### src/rtl/phase_pkg.sv
// phase_pkg: shared constants, state type and saturating counter helper for phase_loader
package phase_pkg;
    localparam int PHASE_W = 7;
    localparam logic [7:0] SYNC_BYTE = 8'hFF;
    typedef enum logic [1:0] {IDLE, LOAD, CHECK} state_t;
    function automatic logic [7:0] sat_inc(input logic [7:0] v);
        return v + {7'd0, v != 8'hFF};
    endfunction
endpackage

### src/rtl/gap_timer.sv
// gap_timer: counts idle cycles inside a frame; expired pulses when the gap reaches TIMEOUT_CYCLES
module gap_timer #(
    parameter int TIMEOUT_CYCLES = 10000
) (
    input  logic clock_slow,
    input  logic reset,
    input  logic clear,
    input  logic enable,
    output logic expired
);
    localparam int CW = $clog2(TIMEOUT_CYCLES + 1);
    localparam logic [CW-1:0] LAST = CW'(TIMEOUT_CYCLES - 1);
    logic [CW-1:0] count;
    // fires in the cycle whose edge would make the count reach TIMEOUT_CYCLES; a byte wins
    assign expired = enable && !clear && count == LAST;
    always_ff @(posedge clock_slow) begin
        if (reset || clear || !enable || expired) count <= '0;
        else count <= count + 1'b1;
    end
endmodule

### src/rtl/phase_loader.sv
// phase_loader: frames and checksums a byte stream into per-channel phase words, committing all at once
module phase_loader
    import phase_pkg::*;
#(
    parameter int NUM_CHANNELS   = 16,
    parameter int TIMEOUT_CYCLES = 10000
) (
    input  logic                              clock_slow,
    input  logic                              reset,
    input  logic                              rx_valid,
    input  logic [7:0]                        rx_data,
    output logic [PHASE_W*NUM_CHANNELS-1:0]   phase_shift_flat,
    output logic                              apply_shift,
    output logic                              frame_ok,
    output logic                              frame_err,
    output logic [7:0]                        err_count,
    output logic                              busy
);
    localparam int IW = NUM_CHANNELS > 1 ? $clog2(NUM_CHANNELS) : 1;
    localparam logic [IW-1:0] LAST_IDX = IW'(NUM_CHANNELS - 1);
    state_t state;
    logic [IW-1:0] index;
    logic [PHASE_W-1:0] xor_acc;
    logic [PHASE_W-1:0] stage [NUM_CHANNELS];
    logic expired;
    gap_timer #(.TIMEOUT_CYCLES(TIMEOUT_CYCLES)) u_gap (
        .clock_slow(clock_slow),
        .reset(reset),
        .clear(rx_valid),
        .enable(state != IDLE),
        .expired(expired)
    );
    always_ff @(posedge clock_slow) begin
        if (reset) begin
            state <= IDLE;
            index <= '0;
            xor_acc <= '0;
            phase_shift_flat <= '0;
            apply_shift <= 1'b0;
            frame_ok <= 1'b0;
            frame_err <= 1'b0;
            err_count <= '0;
            busy <= 1'b0;
            for (int k = 0; k < NUM_CHANNELS; k++) stage[k] <= '0;
        end else begin
            apply_shift <= 1'b0;
            frame_ok <= 1'b0;
            frame_err <= 1'b0;
            if (rx_valid) begin
                if (rx_data == SYNC_BYTE) begin
                    // a SYNC inside a frame aborts it and starts the next one immediately
                    if (state != IDLE) begin
                        frame_err <= 1'b1;
                        err_count <= sat_inc(err_count);
                    end
                    state <= LOAD;
                    busy <= 1'b1;
                    index <= '0;
                    xor_acc <= '0;
                end else if (state == IDLE) begin
                    state <= IDLE;
                end else if (rx_data[7]) begin
                    frame_err <= 1'b1;
                    err_count <= sat_inc(err_count);
                    state <= IDLE;
                    busy <= 1'b0;
                end else if (state == LOAD) begin
                    stage[index] <= rx_data[PHASE_W-1:0];
                    xor_acc <= xor_acc ^ rx_data[PHASE_W-1:0];
                    index <= index + 1'b1;
                    if (index == LAST_IDX) state <= CHECK;
                end else begin
                    if (rx_data[PHASE_W-1:0] == xor_acc) begin
                        for (int k = 0; k < NUM_CHANNELS; k++)
                            phase_shift_flat[PHASE_W*k +: PHASE_W] <= stage[k];
                        apply_shift <= 1'b1;
                        frame_ok <= 1'b1;
                    end else begin
                        frame_err <= 1'b1;
                        err_count <= sat_inc(err_count);
                    end
                    state <= IDLE;
                    busy <= 1'b0;
                end
            end else if (expired) begin
                frame_err <= 1'b1;
                err_count <= sat_inc(err_count);
                state <= IDLE;
                busy <= 1'b0;
            end
        end
    end
endmodule

### config.mk
export PLATFORM = sky130hd
export DESIGN_NAME = phase_loader
export DESIGN_NICKNAME = d
export VERILOG_FILES = /design/src/rtl/phase_pkg.sv /design/src/rtl/gap_timer.sv /design/src/rtl/phase_loader.sv
export SDC_FILE = /design/constraint.sdc
export NUM_CORES = 1
export LEC_CHECK = 0
export ABC_AREA = 0
export BUFFER_PORTS_ARGS = -buffer_cell sky130_fd_sc_hd__buf_2
export CORE_MARGIN = 1.5
export CORE_UTILIZATION = 57
export CTS_CLUSTER_DIAMETER = 30
export CTS_CLUSTER_SIZE = 24
export DETAILED_ROUTE_END_ITERATION = 8
export HOLD_SLACK_MARGIN = 0.15
export PLACE_DENSITY = 0.79
export SLEW_MARGIN = 5
export SYNTH_ARGS = -nofsm -noshare
export SYNTH_HDL_FRONTEND = slang
export SYNTH_SLANG_ARGS = --single-unit
### constraint.sdc
create_clock -name clock_slow -period 2.15 [get_ports clock_slow]
set_input_delay 0.215 -clock clock_slow [delete_from_list [all_inputs] [get_ports clock_slow]]
set_output_delay 0.215 -clock clock_slow [all_outputs]
set_load 0.005 [all_outputs]
# --- After elaboration in Yosys (flattened, before gate mapping) ---
# Memory sizes are Yosys's and may differ from the RTL's. A register that Yosys moved wholly into a read port is not among the register bits.
# Cells that the tools add are included.
totals:
  regBits: 38
  ram_bits: 112
  input_bits: 11
  out_inout_bits: 124
  elab_cells: 99
  mem_count: 1
op_classes:
  add_sub_neg: 3
  eq_ne: 13
  n_mux: 50
  bitwise_logic: 6
  reduce_logical: 18
mem_list:
  columns: ["name", "depth", "word_bits", "read_ports", "rd_clocked_by_memory_dff", "wr", "line", "text"]
  rows:
  - ["stage", 16, 7, 16, 16, 16, "phase_loader.sv:24", "logic [PHASE_W-1:0] stage [NUM_CHANNELS];"]
ops:
  columns: ["operator", "n"]
  rows:
  - ["8-bit 2-to-1 mux", 8]
  - ["7-bit 2-to-1 mux", 5]
  - ["1-bit 2-to-1 mux", 25]
  - ["4-bit 2-to-1 mux", 5]
  - ["14-bit by 1-bit adder with 14-bit output, second input constant", 1]
  - ["14-bit equality test, second input constant", 1]
  - ["2-bit 2-to-1 mux", 7]
  - ["8-bit by 1-bit adder with 8-bit output", 1]
  - ["8-bit equality test, second input constant", 1]
  - ["4-bit != test, second input constant", 2]
  - ["8-bit != test, second input constant", 1]
  - ["7-bit equality test", 1]
  - ["7-bit OR reduction", 1]
  - ["7-bit bitwise XOR", 1]
  - ["6-bit by 5-bit != test with 1-bit output, second input constant", 1]
  - ["6-bit AND reduction", 1]
  - ["2-bit nonzero test", 3]
  - ["6-bit OR reduction", 1]
  - ["1-bit NOT", 5]
  - ["5-bit AND reduction", 1]
  - ["4-bit by 1-bit adder with 4-bit output, second input constant", 1]
  - ["4-bit equality test, second input constant", 1]
  - ["4-bit AND reduction", 1]
  - ["1-bit logical OR", 3]
  - ["other kinds (10)", 12]

# --- Longest topological paths before layout ---
logic_depth:
  depth_word: 10
  depth_mapped: 8
  ltp_nobuf: 8

# --- Cells and area by module ---
# Synthesis repeated with hierarchy kept, for this count alone.
unflattened:
  cells_unflattened: 865
  area_unflattened_um2: 10146.0
by_module_without_submodules:
  columns: ["mod", "n_inst", "cells_per_inst", "area_each_um2"]
  rows:
  - ["phase_loader", 1, 795, 9534.1]
  - ["gap_timer", 1, 70, 611.8]

# --- Worst setup path after synthesis ---
# Ideal clock, no wire load.
synth_path:
  path_type: "flip-flop to flip-flop"
  start: "register state[0]"
  end: "memory stage[3][0] (enable)"
  setup_time_ns: 0.306
  arrival_ns: 1.622
  required_time_ns: 1.844
  slack_ns: 0.222
  stages_incl_launch_ff: 7
  synth_period_minus_slack_ns: 1.928
  path_cell_list: "dfxtp_1 nand3b_1 or2_1 clkbuf_1 or3_4 nor2_1 or2_2"
synth_lines:
  columns: ["element", "line", "text"]
  rows:
  - ["from (decl)", "phase_loader.sv:21", "state_t state;"]
  - ["from (signal assigned)", "phase_loader.sv:35", "state <= IDLE;"]
  - ["from (signal assigned)", "phase_loader.sv:56", "state <= LOAD;"]
  - ["from (signal assigned)", "phase_loader.sv:61", "state <= IDLE;"]
  - ["to (decl)", "phase_loader.sv:24", null]

# --- Worst setup path in the final report ---
layout_path:
  start: "register u_gap.count[6]"
  end: "register err_count[3]"
layout_between:
  elab_chain_len: 4
layout_rtl:
  columns: ["element", "line", "text"]
  rows:
  - ["from (decl)", "gap_timer.sv:13", "logic [CW-1:0] count;"]
  - ["from (signal assigned)", "gap_timer.sv:18", "else count <= count + 1'b1;"]
  - ["14-bit equality test", "gap_timer.sv:15", "assign expired = enable && !clear && count == LAST;"]
  - ["1-bit logical AND", "gap_timer.sv:15", null]
  - ["2-bit nonzero test (no line)", null, null]
  - ["5-bit AND reduction (no line)", null, null]
  - ["to (signal assigned)", "phase_loader.sv:54", "err_count <= sat_inc(err_count);"]
  - ["to (signal assigned)", "phase_loader.sv:64", "err_count <= sat_inc(err_count);"]
  - ["to (signal assigned)", "phase_loader.sv:80", "err_count <= sat_inc(err_count);"]
  - ["to (decl)", "phase_loader.sv:16", "output logic [7:0] err_count,"]
# Every way passes these cells.
# A chain may end at the register's enable or synchronous reset.

==> key figures <==
Outcome
  – Status: complete, no violations

Logic synthesis
  – Mux cell area share after synthesis: 0.6718%
  – Synth Area in Simple Gates: a little under a quarter
  – Number of synthesized flops with an enable pin: around 110
  – Xor/xnor share of the synthesized area: roughly 1.8%
  – Post-synth top flop: dfxtp_1
  – Mapped Cells: slightly below 1000
  – Synth top area share: around a third
  – Register area share after synthesis: roughly 63%
  – Flops & latches, synth: approximately 260
  – Post-synthesis cell area: between 0.01 and 0.015 mm2
  – Async SR Flop Fraction: 0%
  – Count of cell types in the netlist: 38
  – Warnings from Yosys: 0
  – Largest family of logic cells by synthesized area: simple AND/OR/NAND/NOR gates
  – Largest area contributor in the synthesized netlist: edfxtp_1
  – Top cells by area, synth: edfxtp_1, dfxtp_1, nand2_1, and2_1, a21oi_1
  – Synthesized Nets: about 1000
  – Adder-Cell Fraction of Synth Area: 0.8709%
  – Synth Area in Compound Gates: 7.763%
  – Syn avg cell area: between 10 and 15 um2

Flow run
  – Max Cap Violations: 0

Worst hold path
  – Hold/Removal Path Class: in2reg

Floorplanning
  – Starting density of the core: 58.15%
  – Chip height: approximately 140 um
  – Row cnt: between 40 and 50
  – I/O pin count: 135
  – Die Area: ~0.018 mm2
  – Die X-Extent: about 140 um
  – Core area: 0.01730 mm2

Power
  – Power per cell area: approximately 1000 mW/mm2
  – Peak VDD IR: roughly 0.73 mV
  – Leakage: between 4 and 5 nW

GRT
  – Grt ovf: 0
  – GRT Total Usage: a little under a quarter
  – Initial antenna violation count: 0
  – Largest net degree at the start of global routing: about 110
  – Vias in the first global route: roughly 6800
  – First-pass GRT wire length: 34110 um

Critical path
  – CP top delay family: compound AO/OA/AOI/OAI gates
  – Crit path launch type: register
  – CP endpoint: err_count[3]
  – R2R Path Start: u_gap.count[6]
  – CP bufs+invs: 0
  – Worst r2r dst: err_count[3]
  – Critical path depth in cells: 5
  – Setup CP Type: reg2reg
  – Cells along the critical path: nor4_1 > a41oi_1 > a21o_2 > a21oi_1 > mux2_2
  – Crit path arrival time: roughly 2.5 ns
  – CP endpoint kind: register
  – Reg2Reg Depth: 5
  – Req. time, crit path: ~2.5 ns
  – CP max stage delay: a little under 0.5 ns
  – R2R Setup Slk: 0.05 ns
  – Largest fanout on the critical path: 8
  – Worst Setup SP: u_gap.count[6]
  – CP max stage cell: nor4_1

Layout
  – Diode count: 0
  – Final net count: about 1200
  – Most frequent cells in the layout: nand2_1, dfxtp_1, buf_2, a21oi_1, and2_1
  – Most common cell after layout, fill and taps aside: nand2_1
  – Share of cells above drive strength 1: between 20% and 30%
  – Syn-to-layout area delta: 23.87%
  – Final cell count without fillers: between 1000 and 1500

Placement
  – Dpl cells: 1316
  – Dpl hpwl: 12860 um
  – Placer Congestion: about 0.83
  – I/O Buffers: 134

Route
  – Routed WL: approximately 22000 um
  – Drt wl/cell: approximately 16 um
  – Routed Antenna Nets: 0
  – Via density: 5.194
  – Via count: between 7000 and 8000
  – DR iter-0 viols: between 400 and 500
  – Remaining DRCs: 0
  – Pre-antenna DRT Iters: 5

Clock tree
  – Clock-pin slew on the worst setup and hold paths: 0.05 ns
  – Clk_lat worst skew: 0.52 ns
  – Post-CTS Setup Bufs: 0
  – Total CTS buffers: 43
  – Root buffer cell: clkbuf_16
  – CTS H-Tree Depth: 2
  – CTS sink cnt: 262
  – CTS tree: done
  – Max clock buf depth: 3

Timing
  – Final Skew: between 0.01 and 0.015 ns
  – Setup TNS: 0 ns
  – Finish-stage setup viols: 0
  – Hold Vio Cnt, Final: 0
  – Max_slew headroom: a little under a third
  – RSZ-0062 raised after global routing: false
  – Tightest Pin Transition: approximately 1.0 ns
  – Final worst path period share: 97.78%
  – Min Tclk post-route: around 2.1 ns
  – Pins Over Slew Limit: 0
  – FMAX: roughly 480 MHz
==> per-stage QoR <==
| step | hold WS [ns] | instance area, um2 | util [%] | total power, W | setup slack [ns] |
|---|---|---|---|---|---|
| finish | 0.1977 | 12460 | 72.03 | 0.01219 | 0.04772 |
| global placement | 0.4299 | 11010 | 63.64 | 0.005625 | 0.2370 |
| floorplan | 0.4179 | 10060 | - | 0.005533 | 0.2218 |
| global route | 0.2322 | 12460 | 72.03 | 0.01256 | 0.001439 |
| detailed placement | 0.4355 | 11010 | 63.64 | 0.005629 | 0.2056 |
| CTS | 0.1783 | 12460 | 72.03 | 0.01227 | 0.08936 |
==> Yosys cell counts (all sizes together), types with 4 or more instances <==
cell,n
xnor2,5
nand4,6
nand2b,4
or2,17
nand3b,8
mux2,6
dfxtp,150
and2,113
ha,7
xor2,16
nand2,235
clkbuf,42
nor2,56
nor2b,6
inv,4
buf,21
and3,4
nand3,14
nor3,6
o21ai,9
edfxtp,112
a21oi,132
==> area by class of cell <==
class / count / area, um2
Sequential cell: 262 / 6366
Fill cell: 1268 / 4838
Multi-Input combinational cell: 660 / 3390
Clock buffer: 48 / 1147
Timing Repair Buffer: 166 / 965.9
Clock inverter: 31 / 292.8
Tap cell: 225 / 281.5
Inverter: 4 / 15.01
==> sequential cells by signal, summed over array words and instances, names as in the netlist <==
register and cells:
u_gap.count 14, frame_err 1, err_count 8, index 4
state 2, phase_shift_flat 112, xor_acc 7, busy 1
frame_ok 1, stage 112
==> report_power, final <==
group          total [W]  leakage (nW)  switching [W]  internal, W
clock            0.00666         0.702        0.00240      0.00426
sequential       0.00531          2.30      0.0000316      0.00528
combinational   0.000220          1.92       0.000167    0.0000538
==> metal layers <==
layer	vias up	routed length, um	track usage, %
met5	-	0	0
met4	0	344	8.124
met3	31	1380	5.108
met2	212	10830	40.30
met1	3396	9221	30.46
li1	3612	-	-
==> worst min-delay path by stage <==
stage	from	end	slack (ns)	cells after the start
2_1_floorplan	u_gap.count[0]	u_gap.count[0]	0.42	1
3_3_place_gp	u_gap.count[0]	u_gap.count[0]	0.43	1
3_5_place_dp	u_gap.count[0]	u_gap.count[0]	0.44	1
4_1_cts	rx_data[7]	busy	0.18	5
5_1_grt	rx_data[7]	busy	0.23	5
6_report	rx_data[7]	busy	0.20	5
==> tightest hold or removal path, cell delays in order <==
cell and delay, ns:
buf_2 0.12, nand4_1 0.08, nor2_1 0.06, nand2_1 0.10
a21oi_1 0.07
==> logic make-up after synthesis <==
family,count (synthesis)
AOI/OAI and AO/OA,150
xor gates and xnor gates,21
adders and majority gates,7
buffers and inverters,67
DFF,262
muxes,6
and+or+nand+nor,476
==> timing repair <==
item | in CTS | in global routing
resized for setup | 0 | 0
endpoints found under the hold margin | 1 | 0
hold buffers | 1 | 0
(Power assumes the default switching activity.)
